## src/rtl/fetch_buffer.sv

```systemverilog
// fetch_buffer: instruction fetch queue between IF1 and decode.
// Circular buffer of fetch packets with first-word fall-through head view,
// per-slot validity derived from PC alignment and fetch exception, and flush.
module fetch_buffer #(
  parameter int DEPTH = 8
) (
  input  logic                     clk,
  input  logic                     rstn,
  input  logic                     flush,
  input  logic                     if1_valid,
  output logic                     fifo_ready,
  input  logic [31:0]              if1_pc,
  input  logic [31:0]              if1_inst0,
  input  logic [31:0]              if1_inst1,
  input  logic [31:0]              if1_badv,
  input  logic [6:0]               if1_exception,
  input  logic [1:0]               if1_excp_flag,
  input  logic                     id_ready,
  output logic                     id_valid,
  output logic [31:0]              id_pc0,
  output logic [31:0]              id_pc1,
  output logic [31:0]              id_inst0,
  output logic [31:0]              id_inst1,
  output logic                     id_inst0_valid,
  output logic                     id_inst1_valid,
  output logic [31:0]              id_badv,
  output logic [6:0]               id_exception,
  output logic [1:0]               id_excp_flag,
  output logic [$clog2(DEPTH):0]   fifo_count
);

  localparam int PW = $clog2(DEPTH);
  localparam int CW = PW + 1;

  logic [31:0] r_pc   [DEPTH];
  logic [31:0] r_inst0[DEPTH];
  logic [31:0] r_inst1[DEPTH];
  logic [31:0] r_badv [DEPTH];
  logic [6:0]  r_exc  [DEPTH];
  logic [1:0]  r_flag [DEPTH];

  logic [PW-1:0] r_wptr;
  logic [PW-1:0] r_rptr;
  logic [CW-1:0] r_count;

  logic          w_push;
  logic          w_pop;
  logic [31:0]   w_head_pc;
  logic [6:0]    w_head_exc;
  logic [1:0]    w_slot_vld;

  // Slot validity {inst1_valid, inst0_valid}: an odd-word PC skips slot 0;
  // an excepting fetch exposes only the slot the PC points at.
  function automatic logic [1:0] slot_valid(input logic vld, input logic [6:0] exc,
                                            input logic odd);
    if (!vld)
      return 2'b00;
    if (exc == 7'd0)
      return {1'b1, ~odd};
    return {odd, ~odd};
  endfunction

  assign fifo_ready = (r_count != CW'(DEPTH));
  assign id_valid   = (r_count != '0);
  assign fifo_count = r_count;
  assign w_push     = if1_valid & fifo_ready;
  assign w_pop      = id_valid & id_ready;

  // Packet storage: written at the write pointer on an accepted push.
  always_ff @(posedge clk or negedge rstn) begin
    if (!rstn) begin
      for (int i = 0; i < DEPTH; i++) begin
        r_pc[i]    <= '0;
        r_inst0[i] <= '0;
        r_inst1[i] <= '0;
        r_badv[i]  <= '0;
        r_exc[i]   <= '0;
        r_flag[i]  <= '0;
      end
    end else if (w_push && !flush) begin
      r_pc[r_wptr]    <= if1_pc;
      r_inst0[r_wptr] <= if1_inst0;
      r_inst1[r_wptr] <= if1_inst1;
      r_badv[r_wptr]  <= if1_badv;
      r_exc[r_wptr]   <= if1_exception;
      r_flag[r_wptr]  <= if1_excp_flag;
    end
  end

  // Pointers and occupancy; flush overrides any same-cycle push or pop.
  always_ff @(posedge clk or negedge rstn) begin
    if (!rstn) begin
      r_wptr  <= '0;
      r_rptr  <= '0;
      r_count <= '0;
    end else if (flush) begin
      r_wptr  <= '0;
      r_rptr  <= '0;
      r_count <= '0;
    end else begin
      if (w_push)
        r_wptr <= r_wptr + 1'b1;
      if (w_pop)
        r_rptr <= r_rptr + 1'b1;
      if (w_push && !w_pop)
        r_count <= r_count + 1'b1;
      else if (w_pop && !w_push)
        r_count <= r_count - 1'b1;
    end
  end

  assign w_head_pc  = r_pc[r_rptr];
  assign w_head_exc = r_exc[r_rptr];
  assign w_slot_vld = slot_valid(id_valid, w_head_exc, w_head_pc[2]);

  assign id_pc0         = {w_head_pc[31:3], 3'b000};
  assign id_pc1         = {w_head_pc[31:3], 3'b100};
  assign id_inst0       = r_inst0[r_rptr];
  assign id_inst1       = r_inst1[r_rptr];
  assign id_badv        = r_badv[r_rptr];
  assign id_exception   = w_head_exc;
  assign id_excp_flag   = r_flag[r_rptr];
  assign id_inst0_valid = w_slot_vld[0];
  assign id_inst1_valid = w_slot_vld[1];

endmodule

```

## config.mk

```make
export PLATFORM = sky130hd
export DESIGN_NAME = fetch_buffer
export DESIGN_NICKNAME = d
export VERILOG_FILES = /design/src/rtl/fetch_buffer.sv
export SDC_FILE = /design/constraint.sdc
export NUM_CORES = 1
export LEC_CHECK = 0
export CAP_MARGIN = 5
export CORE_MARGIN = 3
export CORE_UTILIZATION = 55
export DETAILED_ROUTE_END_ITERATION = 8
export GPL_TIMING_DRIVEN = 0
export PLACE_DENSITY_LB_ADDON = 0.12
export SLEW_MARGIN = 30
export SYNTH_ARGS = -nofsm -noshare
export SYNTH_HDL_FRONTEND = slang
export SYNTH_SLANG_ARGS = --single-unit
```

## constraint.sdc

```tcl
create_clock -name clk -period 4 [get_ports clk]
set_input_delay 0.4 -clock clk [delete_from_list [all_inputs] [get_ports clk]]
set_output_delay 0.4 -clock clk [all_outputs]
set_load 0.01 [all_outputs]
```

**Yosys cells after proc, flatten, opt, wreduce, memory -nomap -nowiden**

Cells that the tools add are included.
W data, S select, Z words.

- Add/subtract/negate cells: 4
- Bitwise logic cells: 5
- Multiplexer cells: 43
- Equal/unequal tests: 1
- Reduce and logical (&&, ||, !) cells: 12
- $lt $le $gt $ge: 3

Operator list:

| kind | count |
|---|---|
| $bwmux W256 | 4 |
| $bmux W32 S3 | 4 |
| $mux W32 | 9 |
| $demux W32 S3 | 1 |
| $bwmux W56 | 1 |
| $bmux W7 S3 | 1 |
| $demux W7 S3 | 1 |
| $mux W7 | 3 |
| $bwmux W16 | 1 |
| $mux W2 | 7 |
| $mux W3 | 4 |
| $mux W4 | 3 |
| $ge A4 B4 Y1 const B | 2 |
| $not A3 Y4 | 2 |
| $logic_not A7 Y1 | 1 |
| $add A3 B1 Y3 const B | 2 |
| $bmux W2 S3 | 1 |
| $demux W2 S3 | 1 |
| $add A4 B1 Y4 const B | 1 |
| $logic_and A1 B1 Y1 | 4 |
| $lt A4 B1 Y1 const B | 1 |
| $ne A4 B4 Y1 const B | 1 |
| $reduce_bool A2 Y1 | 2 |
| $reduce_bool A4 Y1 | 1 |
| 6 further kinds | 10 |

- Output and inout bits: 177
- Logic and storage cells: 119
- Register bits: 1106

**Longest topological paths before layout**

- Word-level depth: 9
- Mapped depth: 10
- Depth with buffers taken out: 9

**Least setup slack after synthesis**

OpenSTA, ideal clock, no wires.

- Path kind: reg2out
- Start point: reg r_rptr[0]
- End point: out id_pc1[10]
- Data arrival time: 2119 ps
- Stages on the path, launching flop included: 8
- Buffers on the path: 5
- Path slack: 1481 ps
- Path through: dfrtp_1 > buf_4 > buf_6 > buf_2 > buf_2 > mux4_2 > mux2_2 > buf_4

- Word-level cells in the longest chain between the ends: 4

RTL lines:

| item | RTL line | source |
|---|---|---|
| start: declaration | 43 | `logic [PW-1:0] r_rptr;` |
| start signal: assignment | 104 | `r_rptr <= r_rptr + 1'b1;` |
| $not A3 Y4 (not written as such) | 112 | `assign w_head_pc = r_pc[r_rptr];` |
| $bmux W32 S3 | 112 |  |
| $mux W32 (not written as such) (2 in a row) | 112 |  |
| end: declaration | 21 | `output logic [31:0] id_pc1,` |

No other way between the ends. The select of a mux whose other input is x is not followed.

**Final worst setup path**

- Start point: reg r_rptr[1]
- End point: out id_pc1[5]

Same word-level chain as after synthesis.

==> metrics.txt <==
# TYPE chip_impl_metric gauge
chip_impl_metric{name="initial_core_util",unit=""} 0.560
chip_impl_metric{name="grt_first_pass_wirelength",unit="mm"} 185
chip_impl_metric{name="ys.warnings.count",unit=""} 0
chip_impl_metric{name="fin_nets",unit=""} 3464
chip_impl_metric{name="seq_area",unit="um^2"} 27300
chip_impl_metric{name="drc",unit=""} 0
chip_impl_metric{name="syn-cell-area",unit="um^2"} 49100
chip_impl_metric{name="synth_cell_type_count",unit=""} 42
chip_impl_metric{name="asyncSetResetFlopFracSynth",unit=""} 1.00
chip_impl_metric{name="syn-mean-instance-area",unit="um^2"} 17.1
chip_impl_metric{name="dr.first_iter.drc_count",unit=""} 1572
chip_impl_metric{name="timing.hold.ws",unit="ns"} 0.364
chip_impl_metric{name="clock_insertion_delay_worst_skew",unit="ns"} 0.68
chip_impl_metric{name="timing_max_transition_violations_final",unit=""} 0
chip_impl_metric{name="via_count_of_the_first_global_routing_pass",unit=""} 30300
chip_impl_info{name="launching_point_of_the_worst_reg2reg_path",value="fifo_count[0]$_DFFE_PN0P_"} 1
chip_impl_metric{name="gp_routability_congestion",unit=""} 0.774
chip_impl_metric{name="drt-pass1-iter-count",unit=""} 5
chip_impl_metric{name="dieHeight",unit="um"} 305
chip_impl_metric{name="finalWirelength",unit="mm"} 122
chip_impl_metric{name="relSlewSlack",unit=""} 0.354
chip_impl_metric{name="dp_hpwl",unit="mm"} 81.0
chip_impl_metric{name="wl_per_cell",unit="um"} 26.5
chip_impl_metric{name="crit_fanout",unit=""} 10
chip_impl_metric{name="detailedPlace.worstSlack",unit="ns"} -0.105
chip_impl_metric{name="proportion_of_synthesized_chip_area_in_sequential_cells",unit=""} 0.556
chip_impl_metric{name="grt_max_degree",unit=""} 136
chip_impl_metric{name="irDropWorstVdd",unit="mV"} 0.412
chip_impl_info{name="grt_setup_unrepaired",value="no"} 1
chip_impl_metric{name="io_buffer_count",unit=""} 310
chip_impl_metric{name="cts.clk_slew.worst_paths",unit="ns"} 0.06
chip_impl_metric{name="timing.final.crit_period",unit="ns"} 3.89
chip_impl_metric{name="clk_path_buf_depth",unit=""} 3
chip_impl_metric{name="timing.critical_path.required",unit="ns"} 3.60
chip_impl_info{name="worst_setup_path_end_kind",value="primary output"} 1
chip_impl_info{name="hold_path_class",value="primary input to async pin"} 1
chip_impl_metric{name="num_io_pins",unit=""} 319
chip_impl_metric{name="power_density",unit="nW/um^2"} 698
chip_impl_info{name="critPathKind",value="register to primary output"} 1
chip_impl_metric{name="chipWidth",unit="um"} 305
chip_impl_metric{name="final_clock_skew",unit="ns"} 0.0181
chip_impl_metric{name="fraction_of_final_layout_cells_sized_beyond_drive_strength_1",unit=""} 0.561
chip_impl_metric{name="die-area",unit="um^2"} 92900
chip_impl_metric{name="report.final.hold_viol_count",unit=""} 0
chip_impl_metric{name="remaining_antenna_violation_count_after_routing",unit=""} 0
chip_impl_info{name="worst_setup_path_start_kind",value="register"} 1
chip_impl_metric{name="grtUsageTotal",unit=""} 0.263
chip_impl_metric{name="syn_inst",unit=""} 2879
chip_impl_metric{name="fin_area",unit="um^2"} 58200
chip_impl_metric{name="final.setup.tns",unit="ns"} 0
chip_impl_info{name="clockRootBuffer",value="sky130_fd_sc_hd__clkbuf_16"} 1
chip_impl_metric{name="report.final.setup_viol",unit=""} 0
chip_impl_metric{name="synth_edf_count",unit=""} 0
chip_impl_metric{name="filler_cell_count",unit=""} 5971
chip_impl_metric{name="cts_inserted_buffers",unit=""} 113
chip_impl_metric{name="multi_input_area",unit="um^2"} 20400
chip_impl_info{name="synth_ff_type",value="sky130_fd_sc_hd__dfrtp_1"} 1
chip_impl_metric{name="dpl_cell_area",unit="um^2"} 53900
chip_impl_metric{name="max-cap-violations",unit=""} 0
chip_impl_metric{name="post-route-period-util",unit=""} 0.973
chip_impl_metric{name="synth-seq-cells",unit=""} 1090
chip_impl_metric{name="placeable_area",unit="um^2"} 87700
chip_impl_metric{name="worst_slack",unit="ns"} 0.108
chip_impl_metric{name="grt_antenna_before_repair",unit=""} 18
chip_impl_info{name="worst_setup_path_startpoint",value="r_rptr[1]$_DFFE_PN0P_"} 1
chip_impl_info{name="tritoncts",value="done"} 1
chip_impl_metric{name="via_per_inst",unit=""} 5.98
chip_impl_metric{name="worst-slew-pin-transition",unit="ns"} 0.957
chip_impl_metric{name="syn_to_final_growth",unit="%"} 18.6
chip_impl_info{name="outcome",value="finished clean"} 1
chip_impl_metric{name="cts_num_sinks",unit=""} 1090
chip_impl_metric{name="htree_levels",unit=""} 3
chip_impl_metric{name="grt-ovfl-total",unit=""} 0
chip_impl_metric{name="detailroute.via_count",unit=""} 27400
chip_impl_metric{name="static-leakage-power",unit="nW"} 26.8
chip_impl_metric{name="critPathArrivalTime",unit="ns"} 3.49
chip_impl_metric{name="clock.fmax",unit="GHz"} 0.257
chip_impl_metric{name="power.total",unit="mW"} 40.6
chip_impl_metric{name="site_rows",unit=""} 108
==> state kept, by name, indices dropped and copies added (netlist names) <==
register,count
r_wptr,3
r_pc,240
r_badv,256
r_rptr,3
r_inst1,256
fifo_count,4
r_flag,16
r_exc,56
r_inst0,256
==> path summary, 6_finish.rpt <==
check,end,slack [ns],depth (start not counted)
min,r_pc[90]$_DFFE_PN0P_,0.36,2
max reg2reg,fifo_count[3]$_DFFE_PN0P_,0.95,9
min in group clk,r_inst1[208]$_DFFE_PN0P_,0.49,1
max,id_pc1[5],0.11,8
min reg2reg,r_inst1[208]$_DFFE_PN0P_,0.49,1
max in group asynchronous,r_badv[217]$_DFFE_PN0P_,1.42,5
==> cells by family (layout without fill, tap and decap cells) <==
family / after synthesis / in the layout / synth area share
multiplexers: 1487 / 1487 / 0.406
other: 2 / 21 / 0.000153
flip-flops: 1090 / 1090 / 0.556
AO/OA/AOI/OAI: 12 / 12 / 0.00183
XOR/XNOR: 7 / 7 / 0.00125
AND/OR/NAND/NOR: 40 / 40 / 0.00533
adder cells (fa/ha/maj): 5 / 5 / 0.00143
buffers and inverters: 236 / 765 / 0.0286
==> per-stage QoR <==
step / instances / util
after floorplan: 2883 / -
after global placement: 4348 / 0.612
after detailed placement: 4356 / 0.615
after CTS: 4567 / 0.663
after global routing: 4572 / 0.663
final: 4582 / 0.664
==> cell usage in the layout, fill, tap and decap left out, drive strengths merged, types with 7 or more instances in the layout <==
cell type	count
buf	211
bufinv	14
nand2	9
clkinv	29
diode	15
inv	7
nor2	12
mux2i	8
clkbuf	188
clkdlybuf4s50	309
dfrtp	1090
mux4	267
mux2	1212
==> timing repair <==
action                     4_1_cts  5_1_grt
hold endpoints to repair       120        0
hold buffers                     1        0
setup endpoints to repair      156       90
gates resized for setup         72       28
pin swaps                        0        0
buffers inserted                 0        0
==> cell type report <==
cell class	count	share of cell area
plain buffers	230	0.0276
multi-input cells	1557	0.351
repair buffers	319	0.0576
diodes	15	0.000645
inverters	6	0.000387
clock buffers	160	0.0584
well taps	1155	0.0248
flip-flops and latches	1090	0.469
clock inverters	50	0.0108
==> worst max-delay path, cell delays in order (launching register included) <==
cell	delay, ns
sky130_fd_sc_hd__dfrtp_2	0.45
sky130_fd_sc_hd__buf_4	0.26
sky130_fd_sc_hd__buf_4	0.26
sky130_fd_sc_hd__buf_6	0.27
sky130_fd_sc_hd__buf_4	0.27
sky130_fd_sc_hd__mux4_2	0.34
sky130_fd_sc_hd__mux2_2	0.34
sky130_fd_sc_hd__buf_4	0.15
sky130_fd_sc_hd__clkdlybuf4s50_1	0.47
==> layer usage <==
layer,share of wire,global-route usage
met5,0.00039,0
met2,0.51,0.452
met1,0.42,0.343
met4,0.026,0.0768
met3,0.046,0.0492
==> report_power, final <==
part           switching (mW)  internal (mW)
logic                    5.76           8.48
registers                1.44           13.8
clock network            4.35           6.80
total                    11.5           29.1
==> synth_stat cells (2+ instances only) <==
master                     count  area [um^2]
sky130_fd_sc_hd__xor2_1        3         26.3
sky130_fd_sc_hd__clkbuf_1     22         82.6
sky130_fd_sc_hd__nor2_1       11         41.3
sky130_fd_sc_hd__buf_4        60          450
sky130_fd_sc_hd__buf_6        19          214
sky130_fd_sc_hd__dfrtp_1    1090        27300
sky130_fd_sc_hd__mux2i_1       8         80.1
sky130_fd_sc_hd__nand2_1       8         30.0
sky130_fd_sc_hd__mux2_4       50          751
sky130_fd_sc_hd__buf_2       121          606
sky130_fd_sc_hd__mux2_2     1153        13000
sky130_fd_sc_hd__ha_1          4         50.1
sky130_fd_sc_hd__a221oi_1      3         26.3
sky130_fd_sc_hd__a21oi_1       4         20.0
sky130_fd_sc_hd__xnor2_1       4         35.0
sky130_fd_sc_hd__mux4_2      267         6010
sky130_fd_sc_hd__buf_1         8         30.0
sky130_fd_sc_hd__nor4_1        3         18.8
sky130_fd_sc_hd__inv_1         5         18.8
sky130_fd_sc_hd__conb_1        2         7.51
sky130_fd_sc_hd__nor2b_1       4         25.0
sky130_fd_sc_hd__mux2_1        9          101
sky130_fd_sc_hd__nor3b_1       2         15.0
(Power assumes the default switching activity.)
